<file path="src/rtl/pipe_ctrl.sv">
// Pipeline control: stall arbitration, exception flush/redirect and stall watchdog.
// Optional statistics counters are enabled with `define PIPE_CTRL_STATS_EN.
module pipe_ctrl #(
    parameter logic [31:0] EXC_VECTOR    = 32'hBFC0_0380,
    parameter int unsigned STALL_TIMEOUT = 1024
) (
    input  logic        clk,
    input  logic        rst,
    input  logic        stallreq_if,
    input  logic        stallreq_id,
    input  logic        stallreq_ex,
    input  logic        stallreq_mem,
    input  logic        exc_valid,
    input  logic        exc_eret,
    input  logic [31:0] cp0_epc,
    output logic [5:0]  stall,
    output logic        flush,
    output logic [31:0] new_pc,
`ifdef PIPE_CTRL_STATS_EN
    output logic [31:0] stall_cycles,
    output logic [15:0] flush_count,
`endif
    output logic        stall_timeout
);

    typedef enum logic [0:0] {StRun, StFlush} state_e;

    localparam logic [15:0] WdLimit = 16'(STALL_TIMEOUT - 1);

    state_e      state_q;
    logic [15:0] wd_cnt_q;
    logic        exc_accept;
    logic [5:0]  stall_raw;
    logic        stall_active;

    // An exception is only taken once MEM is no longer waiting on the data bus.
    assign exc_accept = (state_q == StRun) && exc_valid && !stallreq_mem;

    always_comb begin
        stall_raw = 6'b000000;
        if (state_q == StRun) begin
            if (exc_accept || stallreq_mem) begin
                stall_raw = 6'b011111;
            end else if (stallreq_ex) begin
                stall_raw = 6'b001111;
            end else if (stallreq_id) begin
                stall_raw = 6'b000111;
            end else if (stallreq_if) begin
                stall_raw = 6'b000011;
            end
        end
    end

    // Stall must read zero while reset is held, independent of requests.
    assign stall        = rst ? stall_raw : 6'b000000;
    assign stall_active = |stall;

    always_ff @(posedge clk or negedge rst) begin
        if (!rst) begin
            state_q <= StRun;
            flush   <= 1'b0;
            new_pc  <= 32'h0;
        end else begin
            unique case (state_q)
                StRun: begin
                    if (exc_accept) begin
                        new_pc  <= exc_eret ? cp0_epc : EXC_VECTOR;
                        flush   <= 1'b1;
                        state_q <= StFlush;
                    end
                end
                StFlush: begin
                    flush   <= 1'b0;
                    state_q <= StRun;
                end
                default: begin
                    flush   <= 1'b0;
                    state_q <= StRun;
                end
            endcase
        end
    end

    always_ff @(posedge clk or negedge rst) begin
        if (!rst) begin
            wd_cnt_q      <= 16'h0;
            stall_timeout <= 1'b0;
        end else if (stall_active) begin
            if (wd_cnt_q != 16'hFFFF) begin
                wd_cnt_q <= wd_cnt_q + 16'd1;
            end
            if (wd_cnt_q >= WdLimit) begin
                stall_timeout <= 1'b1;
            end
        end else begin
            wd_cnt_q <= 16'h0;
        end
    end

`ifdef PIPE_CTRL_STATS_EN
    always_ff @(posedge clk or negedge rst) begin
        if (!rst) begin
            stall_cycles <= 32'h0;
            flush_count  <= 16'h0;
        end else begin
            if (stall_active) begin
                stall_cycles <= stall_cycles + 32'd1;
            end
            if (flush) begin
                flush_count <= flush_count + 16'd1;
            end
        end
    end
`endif

endmodule

</file>
<file path="config.mk">
export PLATFORM = sky130hd
export DESIGN_NAME = pipe_ctrl
export DESIGN_NICKNAME = d
export VERILOG_FILES = /design/src/rtl/pipe_ctrl.sv
export SDC_FILE = /design/constraint.sdc
export NUM_CORES = 1
export LEC_CHECK = 0
export ABC_AREA = 1
export CELL_PAD_IN_SITES_DETAIL_PLACEMENT = 0
export CELL_PAD_IN_SITES_GLOBAL_PLACEMENT = 1
export CORE_UTILIZATION = 36
export CTS_BUF_LIST = sky130_fd_sc_hd__clkbuf_8
export DETAILED_ROUTE_END_ITERATION = 10
export GPL_TIMING_DRIVEN = 0
export PLACE_DENSITY = 0.86
export SYNTH_ARGS = -nofsm -noshare
export SYNTH_HDL_FRONTEND = slang
export SYNTH_SLANG_ARGS = --single-unit
</file>
<file path="constraint.sdc">
create_clock -name clk -period 3.9 [get_ports clk]
set_input_delay 0.78 -clock clk [delete_from_list [all_inputs] [get_ports clk]]
set_output_delay 0.78 -clock clk [all_outputs]
set_load 0.02 [all_outputs]
</file>
After elaboration in Yosys (flattened, before gate mapping) --
Cells that the tools add are included.
Word-level totals: register bits after elaboration 51, input port bits 40, output and inout port bits 40, word-level logic and storage cells 31
Cells by class: $add $sub $neg 1, magnitude comparators 1, equality and inequality tests 3, muxes and demuxes 13, bitwise logic cells 1, reduce and logical (&&, ||, !) cells 7
Operator list (count):
- $mux 16 | 2
- $mux 32 | 1
- $add 16x1->16 const B | 1
- $ge 16x10->1 const B | 1
- $ne 16x16->1 const B | 1
- $mux 6 | 2
- $reduce_or 6->1 | 1
- $mux 5 | 1
- $mux 4 | 1
- $pmux 1 s2 | 2
- $reduce_and 2->1 | 2
- $mux 3 | 1
- $logic_and 1x1->1 | 2
- $mux 1 | 2
- $mux 2 | 1
- $ne 2x1->1 const B | 1
- $ne 2x2->1 const B | 1
- $logic_not 1->1 | 1
- $logic_or 1x1->1 | 1
- $not 1->1 | 1

Longest topological paths before layout --
Gate-level depths: netlist (run 1).
depth in word-level cells 9, gate-level depth with buffers 8, gate-level depth less buffers 8

Worst setup path before layout (run 1) --
No wires, ideal clock.
kind input-to-output, start input port rst, end output port stall[1], arrival time 1.598 ns, data required time 3.120 ns, setup slack 1.522 ns, stages 6, buffers on the path 2, cell sequence inv_1 nor2_2 o21ai_1 nand2_1 buf_2 buf_4
Between the ends: longest elaborated chain between the ends 1
RTL lines:
- start: declaration | line 8 | input logic rst,
- $mux 6 | line 55 | assign stall = rst ? stall_raw : 6'b000000;
- end: declaration | line 16 | output logic [5:0] stall,
Every way passes these cells.

Worst setup path in the final report (run 1) --
Same ends and word-level chain as after synthesis.

==> results.json, run 1 <==
{
  "r2r_slack_ns": 2.32,
  "yosysMostFrequentCell": "nand2_1",
  "ys_types": 27,
  "fin_worst_skew_ns": 0.00901,
  "drive_above_1_share_pct": 8.95,
  "syn_avg_cell_area_um2": 7.99,
  "cap_violations": 0,
  "ios": 80,
  "ctsLongestPathBuffers": 2,
  "area_delta_synth_final_pct": 40.5,
  "cts.hold.buffers_added": 0,
  "drv_slew": 0,
  "dpl-instance-area_um2": 3320,
  "die_area_um2": 7080,
  "vias": 2196,
  "p_leak_uw": 0.00174,
  "finalSetupViolCount": 0,
  "vias_per_cell": 4.69,
  "multiInputGateArea_um2": 993,
  "cts-htree-levels": 2,
  "reg2reg_from": "wd_cnt_q[1]$_DFFE_PN0P_",
  "drt_iter0_drc": 86,
  "cts_made_buffers": 5,
  "cp-start-kind": "primary input",
  "initial_core_util_pct": 37.8,
  "fin_crit_sh_pct": 94.7,
  "synthTopCellsByArea": "dfrtp_1, nand2_1, nand3_1, inv_1, o21ai_0",
  "synth_nets": 345,
  "nNetsFinal": 431,
  "numPortBuffers": 78,
  "yosysWarningCount": 0,
  "row_count": 29,
  "drcViolationCount": 4,
  "grt_pass1_vias": 2122,
  "routed_wl_mm": 5.80,
  "ant_nets": 0,
  "async_flop_share_pct": 100,
  "whs_ns": 0.346,
  "required_ns": 3.12,
  "fin_setup_tns_ns": 0,
  "postCtsSetupBuffers": 0,
  "outcome": "complete, but fails checks",
  "fillerInstances": 612,
  "final_cell_area_um2": 3410,
  "grt_max_degree": 39,
  "antenna_found_initial": 0,
  "vdd_drop_max_v": 0.000197,
  "hp-class": "in -> async",
  "violations": "DRC",
  "dpl.hpwl_mm": 4.32,
  "hold_viol_final": 0,
  "gp_congestion": 0.748,
  "cts_tree": "yes",
  "grtUsageTotal_pct": 17.5,
  "die_h_um": 84.1,
  "path_max_fanout": 38,
  "cts_sinks": 51,
  "synth_edf_count": 0,
  "dr.pass1.iters": 7,
  "die_w_um": 84.1,
  "cts-root-buf": "clkbuf_8",
  "core_area_um2": 6420,
  "syn_inst": 304,
  "path_class": "in -> out",
  "grt_pass1_wl_mm": 9.94,
  "synth_top_cells_by_count": "nand2_1, dfrtp_1, nand3_1, inv_1, o21ai_0",
  "synth_top_area_share_pct": 52.6,
  "r2r-end": "wd_cnt_q[13]$_DFFE_PN0P_",
  "arrival_ns": 2.91,
  "rr_worst_depth": 8,
  "clk_latency_ns": 0.31,
  "worst_setup_path_end_kind": "primary output",
  "ys_seq_area_share_pct": 52.6,
  "yosysTopAreaCell": "dfrtp_1",
  "p_per_area_nw_per_um2": 364,
  "synth_area_um2": 2430,
  "ctsResizeCount": 0,
  "synth_ff_type": "dfrtp_1",
  "rsz0062_at_grt": "false",
  "max_clock_freq_ghz": 0.271,
  "antenna_cells": 0,
  "overflow": 0,
  "cts.reportedPaths.clkPinSlew_ns": 0.09,
  "ys_ff_latch": 51,
  "routedWlPerCell_um": 12.4,
  "seq_area_um2": 1280,
  "fin_crit_ns": 3.69
}
## worst max path at each step
stage / startpoint / end / slack, ns
2_1_floorplan: rst / stall[1] / 1.52
3_3_place_gp: rst / stall[1] / -1.74
3_5_place_dp: rst / stall[1] / 0.02
4_1_cts: rst / stall[1] / 0.02
5_1_grt: rst / stall[1] / 0.01
6_report: rst / stall[1] / 0.21
## worst max-delay path, stage by stage
cell	delay (ns)
clkbuf_4	0.25
buf_12	0.25
inv_1	0.08
nor2_2	0.15
o21ai_1	0.17
nand2_1	0.17
buf_2	0.28
buf_4	0.15
clkdlybuf4s50_1	0.60
## final cells by class
type	instances	share of cell area, %
plain buffers	14	2.13
clock buffers	5	2.02
clock inverters	3	0.587
inverters	23	2.53
multi-input cells	216	29.1
flip-flops and latches	51	37.4
well taps	77	2.82
repair buffers	79	23.4
## power by group
group	switching, uW	leakage [uW]	internal [uW]
Clock	182	0.0000460	127
Combinational	162	0.00103	157
Sequential	34.3	0.000663	582
## layer usage
| metal | GRT usage [%] | vias to the layer above | share of wire, % |
|---|---|---|---|
| met5 | 0 | - | 0 |
| met4 | 5.02 | 0 | 0.79 |
| met3 | 6.00 | 5 | 7.6 |
| met2 | 27.7 | 54 | 45 |
| met1 | 22.7 | 1009 | 46 |
| li1 | - | 1128 | - |
## placed cells by master (no fill, tap or decap), types with 2 or more instances in the layout
cell type / n
nor3_2: 2
clkbuf_8: 5
nand2_2: 5
dfrtp_1: 51
nor2_1: 11
clkdlybuf4s50_1: 77
buf_4: 2
nand4_1: 4
clkbuf_1: 6
inv_1: 23
or2_2: 5
nand2_4: 2
nor3_1: 2
nand3_1: 45
buf_2: 4
nor2_4: 2
o21ai_0: 15
nand2_1: 115
## sequential cells by signal, summed over array words and instances (netlist names)
signal	cells
new_pc	32
state_q	1
stall_timeout	1
flush	1
wd_cnt_q	16
## cell families after synthesis
family / Yosys count / synth area share, %
buf+inv: 37 / 6.54
fa+ha+maj: 1 / 0.515
flops: 51 / 52.6
compound gates: 18 / 3.81
simple gates: 196 / 36.4
other cells: 1 / 0.154
## through the flow
step / utilization [%] / setup WS, ns / total power [uW] / instances
2_1_floorplan: - / 1.52 / 765 / 304
3_3_place_gp: 51.5 / -1.74 / 943 / 459
3_5_place_dp: 51.7 / 0.0235 / 947 / 460
4_1_cts: 53.1 / 0.0221 / 1260 / 468
5_1_grt: 53.1 / 0.0142 / 1320 / 468
6_report: 53.1 / 0.207 / 1240 / 468
(Power assumes the default switching activity.)
==> inputs of run 2 (changes only) <==
- CORE_MARGIN: unset -> 2
- CTS_BUF_LIST: sky130_fd_sc_hd__clkbuf_8 -> sky130_fd_sc_hd__clkbuf_2 sky130_fd_sc_hd__clkbuf_4 sky130_fd_sc_hd__clkbuf_8
==> results.json, run 2 (same netlist as run 1, synthesis figures left out) <==
{
  "clk_latency_ns": 0.31,
  "die_area_um2": 7420,
  "worst_setup_path_end_kind": "primary output",
  "seq_area_um2": 1280,
  "cts-root-buf": "clkbuf_8",
  "rsz0062_at_grt": "false",
  "final_cell_area_um2": 3420,
  "grtUsageTotal_pct": 17.1,
  "numPortBuffers": 78,
  "gp_congestion": 0.718,
  "top_layer": "met4",
  "dr.pass1.iters": 4,
  "cts.reportedPaths.clkPinSlew_ns": 0.10,
  "drv_slew": 0,
  "path_class": "in -> out",
  "biggestRegsByFlops": "new_pc: 32 flops, wd_cnt_q: 16 flops",
  "vias": 2227,
  "drcViolationCount": 0,
  "postCtsSetupBuffers": 0,
  "multiInputGateArea_um2": 993,
  "core_area_um2": 6420,
  "fin_crit_sh_pct": 94.4,
  "largest_reg_flops": 32,
  "route.met3.wl_um": 557,
  "initial_core_util_pct": 37.8,
  "wl_met2_mm": 2.68,
  "p_leak_uw": 0.00175,
  "outcome": "finished clean",
  "final_common_cell": "nand2_1",
  "grt_pass1_vias": 2227,
  "cts_tree": "yes",
  "grt_max_degree": 34,
  "regMostFlops": "new_pc",
  "ctsResizeCount": 1,
  "finalSetupViolCount": 0,
  "routed_wl_mm": 5.92,
  "hold_viol_final": 0,
  "path_max_fanout": 33,
  "cts-htree-levels": 2,
  "p_per_area_nw_per_um2": 370,
  "max_clock_freq_ghz": 0.272,
  "ant_nets": 0,
  "cts_sinks": 51,
  "required_ns": 3.12,
  "vdd_drop_max_v": 0.000189,
  "row_count": 29,
  "area_delta_synth_final_pct": 40.9,
  "fin_worst_skew_ns": 0.0102,
  "fin_setup_tns_ns": 0,
  "cp-start-kind": "primary input",
  "antenna_cells": 0,
  "dpl.hpwl_mm": 4.41,
  "arrival_ns": 2.90,
  "cap_violations": 0,
  "cts.hold.buffers_added": 0,
  "grt_pass1_wl_mm": 10.2,
  "antenna_found_initial": 0,
  "cts_made_buffers": 5,
  "most-common-layout-cells": "nand2_1, clkdlybuf4s50_1, dfrtp_1",
  "routedWlPerCell_um": 12.7,
  "ctsLongestPathBuffers": 2,
  "drt_iter0_drc": 101,
  "fillerInstances": 596,
  "vias_per_cell": 4.76,
  "dpl-instance-area_um2": 3320,
  "drive_above_1_share_pct": 9.21,
  "overflow": 0,
  "met1_length_mm": 2.63,
  "whs_ns": 0.334,
  "fin_crit_ns": 3.68,
  "die_h_um": 86.1,
  "nNetsFinal": 431,
  "die_w_um": 86.1,
  "hp-class": "in -> async",
  "ios": 80
}
run 2: final cells by class:
| cell class | count | area share (%) |
|---|---|---|
| Timing Repair Buffer | 79 | 23.3 |
| Tap cell | 77 | 2.82 |
| Multi-Input combinational cell | 216 | 29.0 |
| Clock buffer | 7 | 2.63 |
| Sequential cell | 51 | 37.3 |
| Inverter | 23 | 2.52 |
| Buffer | 14 | 2.12 |
| Clock inverter | 1 | 0.256 |
run 2: per-stage QoR:
step                instances  power [uW]  utilization [%]  setup WS [ns]
floorplan                 304         765                -           1.52
global placement          459         943             51.5          -1.72
detailed placement        460         947             51.7        -0.0238
CTS                       468        1290             53.3          0.128
global route              468        1340             53.3         0.0424
finish                    468        1270             53.3          0.218
run 2: path summary, 6_finish.rpt:
kind                                    startpoint                        to  slack (ns)  depth (start not counted)
max                                            rst                  stall[1]        0.22                          9
min                                            rst   wd_cnt_q[3]$_DFFE_PN0P_        0.33                          1
max reg2reg                wd_cnt_q[0]$_DFFE_PN0P_  wd_cnt_q[10]$_DFFE_PN0P_        2.28                          8
min reg2reg                 new_pc[24]$_DFFE_PN0P_    new_pc[24]$_DFFE_PN0P_        0.48                          2
max in group asynchronous                      rst    new_pc[18]$_DFFE_PN0P_        3.11                          2
min in group clk            new_pc[24]$_DFFE_PN0P_    new_pc[24]$_DFFE_PN0P_        0.48                          2
run 2: critical path: stages:
cell and delay (ns):
buf_4 0.26, buf_12 0.25, inv_1 0.07, nor2_2 0.14, o21ai_1 0.16, nand2_1 0.18, buf_2 0.28, buf_4 0.15
clkdlybuf4s50_1 0.61
run 2: where the power goes:
part	switching (uW)	total, uW	leakage (uW)	internal, uW
logic	163	319	0.00103	157
registers	32.3	614	0.000663	581
clock network	180	333	0.0000519	153
total	375	1270	0.00175	891
run 2: metal layers:
layer | vias up | track usage, %
met3 | 6 | 7.41
li1 | 1131 | -
met5 | - | 0
met1 | 1027 | 22.4
met2 | 63 | 26.2
met4 | 0 | 4.33
==> inputs of run 3 (changes only) <==
- MAX_ROUTING_LAYER: unset -> met4
- clock period: 3.9 -> 4.78 ns (I/O delays scaled with it)
==> results.json, run 3 (same netlist as run 1, synthesis figures left out) <==
{
  "hp-class": "reg -> reg",
  "intPower_uw": 727,
  "fin_crit_ns": 4.19,
  "most-common-layout-cells": "nand2_1, clkdlybuf4s50_1, dfrtp_1",
  "final_cell_count_no_fill": 468,
  "vias_per_cell": 4.74,
  "finalSetupViolCount": 0,
  "routed_wl_mm": 5.91,
  "core_area_um2": 6420,
  "p_leak_uw": 0.00175,
  "dp.cells": 460,
  "regMostFlops": "new_pc",
  "rsz0062_at_grt": "false",
  "nNetsFinal": 431,
  "overflow": 0,
  "worst_setup_path_end_kind": "primary output",
  "dpl.hpwl_mm": 4.41,
  "largest_reg_flops": 32,
  "numPortBuffers": 78,
  "arrival_ns": 3.24,
  "clk_latency_ns": 0.31,
  "cts-htree-levels": 2,
  "cts_sinks": 51,
  "final_common_cell": "nand2_1",
  "initial_core_util_pct": 37.8,
  "vias": 2218,
  "p_sw_share_pct": 29.6,
  "path_max_fanout": 33,
  "fin_worst_skew_ns": 0.00840,
  "biggestRegsByFlops": "new_pc: 32 flops, wd_cnt_q: 16 flops",
  "switching_power_uw": 306,
  "cts_made_buffers": 5,
  "path_class": "in -> out",
  "fin_crit_sh_pct": 87.7,
  "p_per_area_nw_per_um2": 302,
  "ios": 80,
  "required_ns": 3.82,
  "drt_iter0_drc": 103,
  "cts_tree": "yes",
  "grtUsageTotal_pct": 17.6,
  "fin_setup_tns_ns": 0,
  "postCtsSetupBuffers": 0,
  "die_area_um2": 7420,
  "row_count": 29,
  "drv_slew": 0,
  "whs_ns": 0.476,
  "routedWlPerCell_um": 12.6,
  "grt_max_degree": 34,
  "antenna_found_initial": 0,
  "drive_above_1_share_pct": 9.21,
  "ctsLongestPathBuffers": 2,
  "cap_violations": 0,
  "hold_viol_final": 0,
  "max_clock_freq_ghz": 0.238,
  "cts.reportedPaths.clkPinSlew_ns": 0.09,
  "ctsResizeCount": 0,
  "grt_pass1_wl_mm": 10.2,
  "outcome": "finished clean",
  "ant_nets": 0,
  "cp-start-kind": "primary input",
  "antenna_cells": 0,
  "gp_congestion": 0.726,
  "area_delta_synth_final_pct": 40.8,
  "grt_pass1_vias": 2228,
  "drcViolationCount": 0,
  "cts.hold.buffers_added": 0,
  "vdd_drop_max_v": 0.000154,
  "seq_power_share_pct": 48.5,
  "fin_total_pwr_uw": 1030,
  "die_w_um": 86.1,
  "comb_power_share_pct": 25.2,
  "die_h_um": 86.1,
  "clockPowerShare_pct": 26.3,
  "cts-root-buf": "clkbuf_8",
  "dr.pass1.iters": 4
}
[run 3: cell counts in the layout (fill, tap and decap cells not counted)]
Identical to the previous run, type by type.
[run 3: power groups by stage]
stage / registers, uW / logic, uW / clock network, uW
3_3_place_gp: 509 / 261 / 0
4_1_cts: 501 / 265 / 282
5_1_grt: 507 / 285 / 302
3_5_place_dp: 509 / 264 / 0
2_1_floorplan: 555 / 69.0 / 0
6_report: 501 / 261 / 271
[run 3: path summary, 6_finish.rpt]
check / startpoint / endpoint / slack (ns) / depth (start not counted)
max in group asynchronous: rst / new_pc[20]$_DFFE_PN0P_ / 3.66 / 2
hold / removal: new_pc[24]$_DFFE_PN0P_ / new_pc[24]$_DFFE_PN0P_ / 0.48 / 2
hold reg to reg: new_pc[24]$_DFFE_PN0P_ / new_pc[24]$_DFFE_PN0P_ / 0.48 / 2
min in group asynchronous: rst / wd_cnt_q[3]$_DFFE_PN0P_ / 0.59 / 1
setup / recovery: rst / stall[1] / 0.59 / 9
setup reg to reg: wd_cnt_q[0]$_DFFE_PN0P_ / wd_cnt_q[10]$_DFFE_PN0P_ / 3.16 / 8
[run 3: layout make-up]
type | count | area, um2
fill | 597 | 3000
sequential | 51 | 1280
multi-input combinational | 216 | 993
clock buffer | 7 | 90.1
buffer | 14 | 72.6
clock inverter | 1 | 8.76
tap | 77 | 96.3
timing repair buffer | 79 | 796
inverter | 23 | 86.3
[run 3: layer usage]
metal	part of all wire, %	up-vias	GRT usage (%)
li1	-	1131	-
met1	47	1024	23.4
met2	45	57	26.2
met3	6.9	6	5.77
met4	1.1	0	4.33
met5	0	-	-
[run 3: critical path, stage by stage]
cell	delay, ns
buf_2	0.39
buf_12	0.27
inv_1	0.07
nor2_2	0.14
o21ai_1	0.16
nand2_1	0.18
buf_2	0.29
buf_4	0.15
clkdlybuf4s50_1	0.61
[run 3: per-stage QoR]
stage / util, % / instance area (um2) / setup WS (ns)
global placement: 51.5 / 3310 / -1.20
global route: 53.2 / 3420 / 0.383
finish: 53.2 / 3420 / 0.586
CTS: 53.2 / 3420 / 0.484
detailed placement: 51.7 / 3320 / 0.504
floorplan: - / 2430 / 2.05
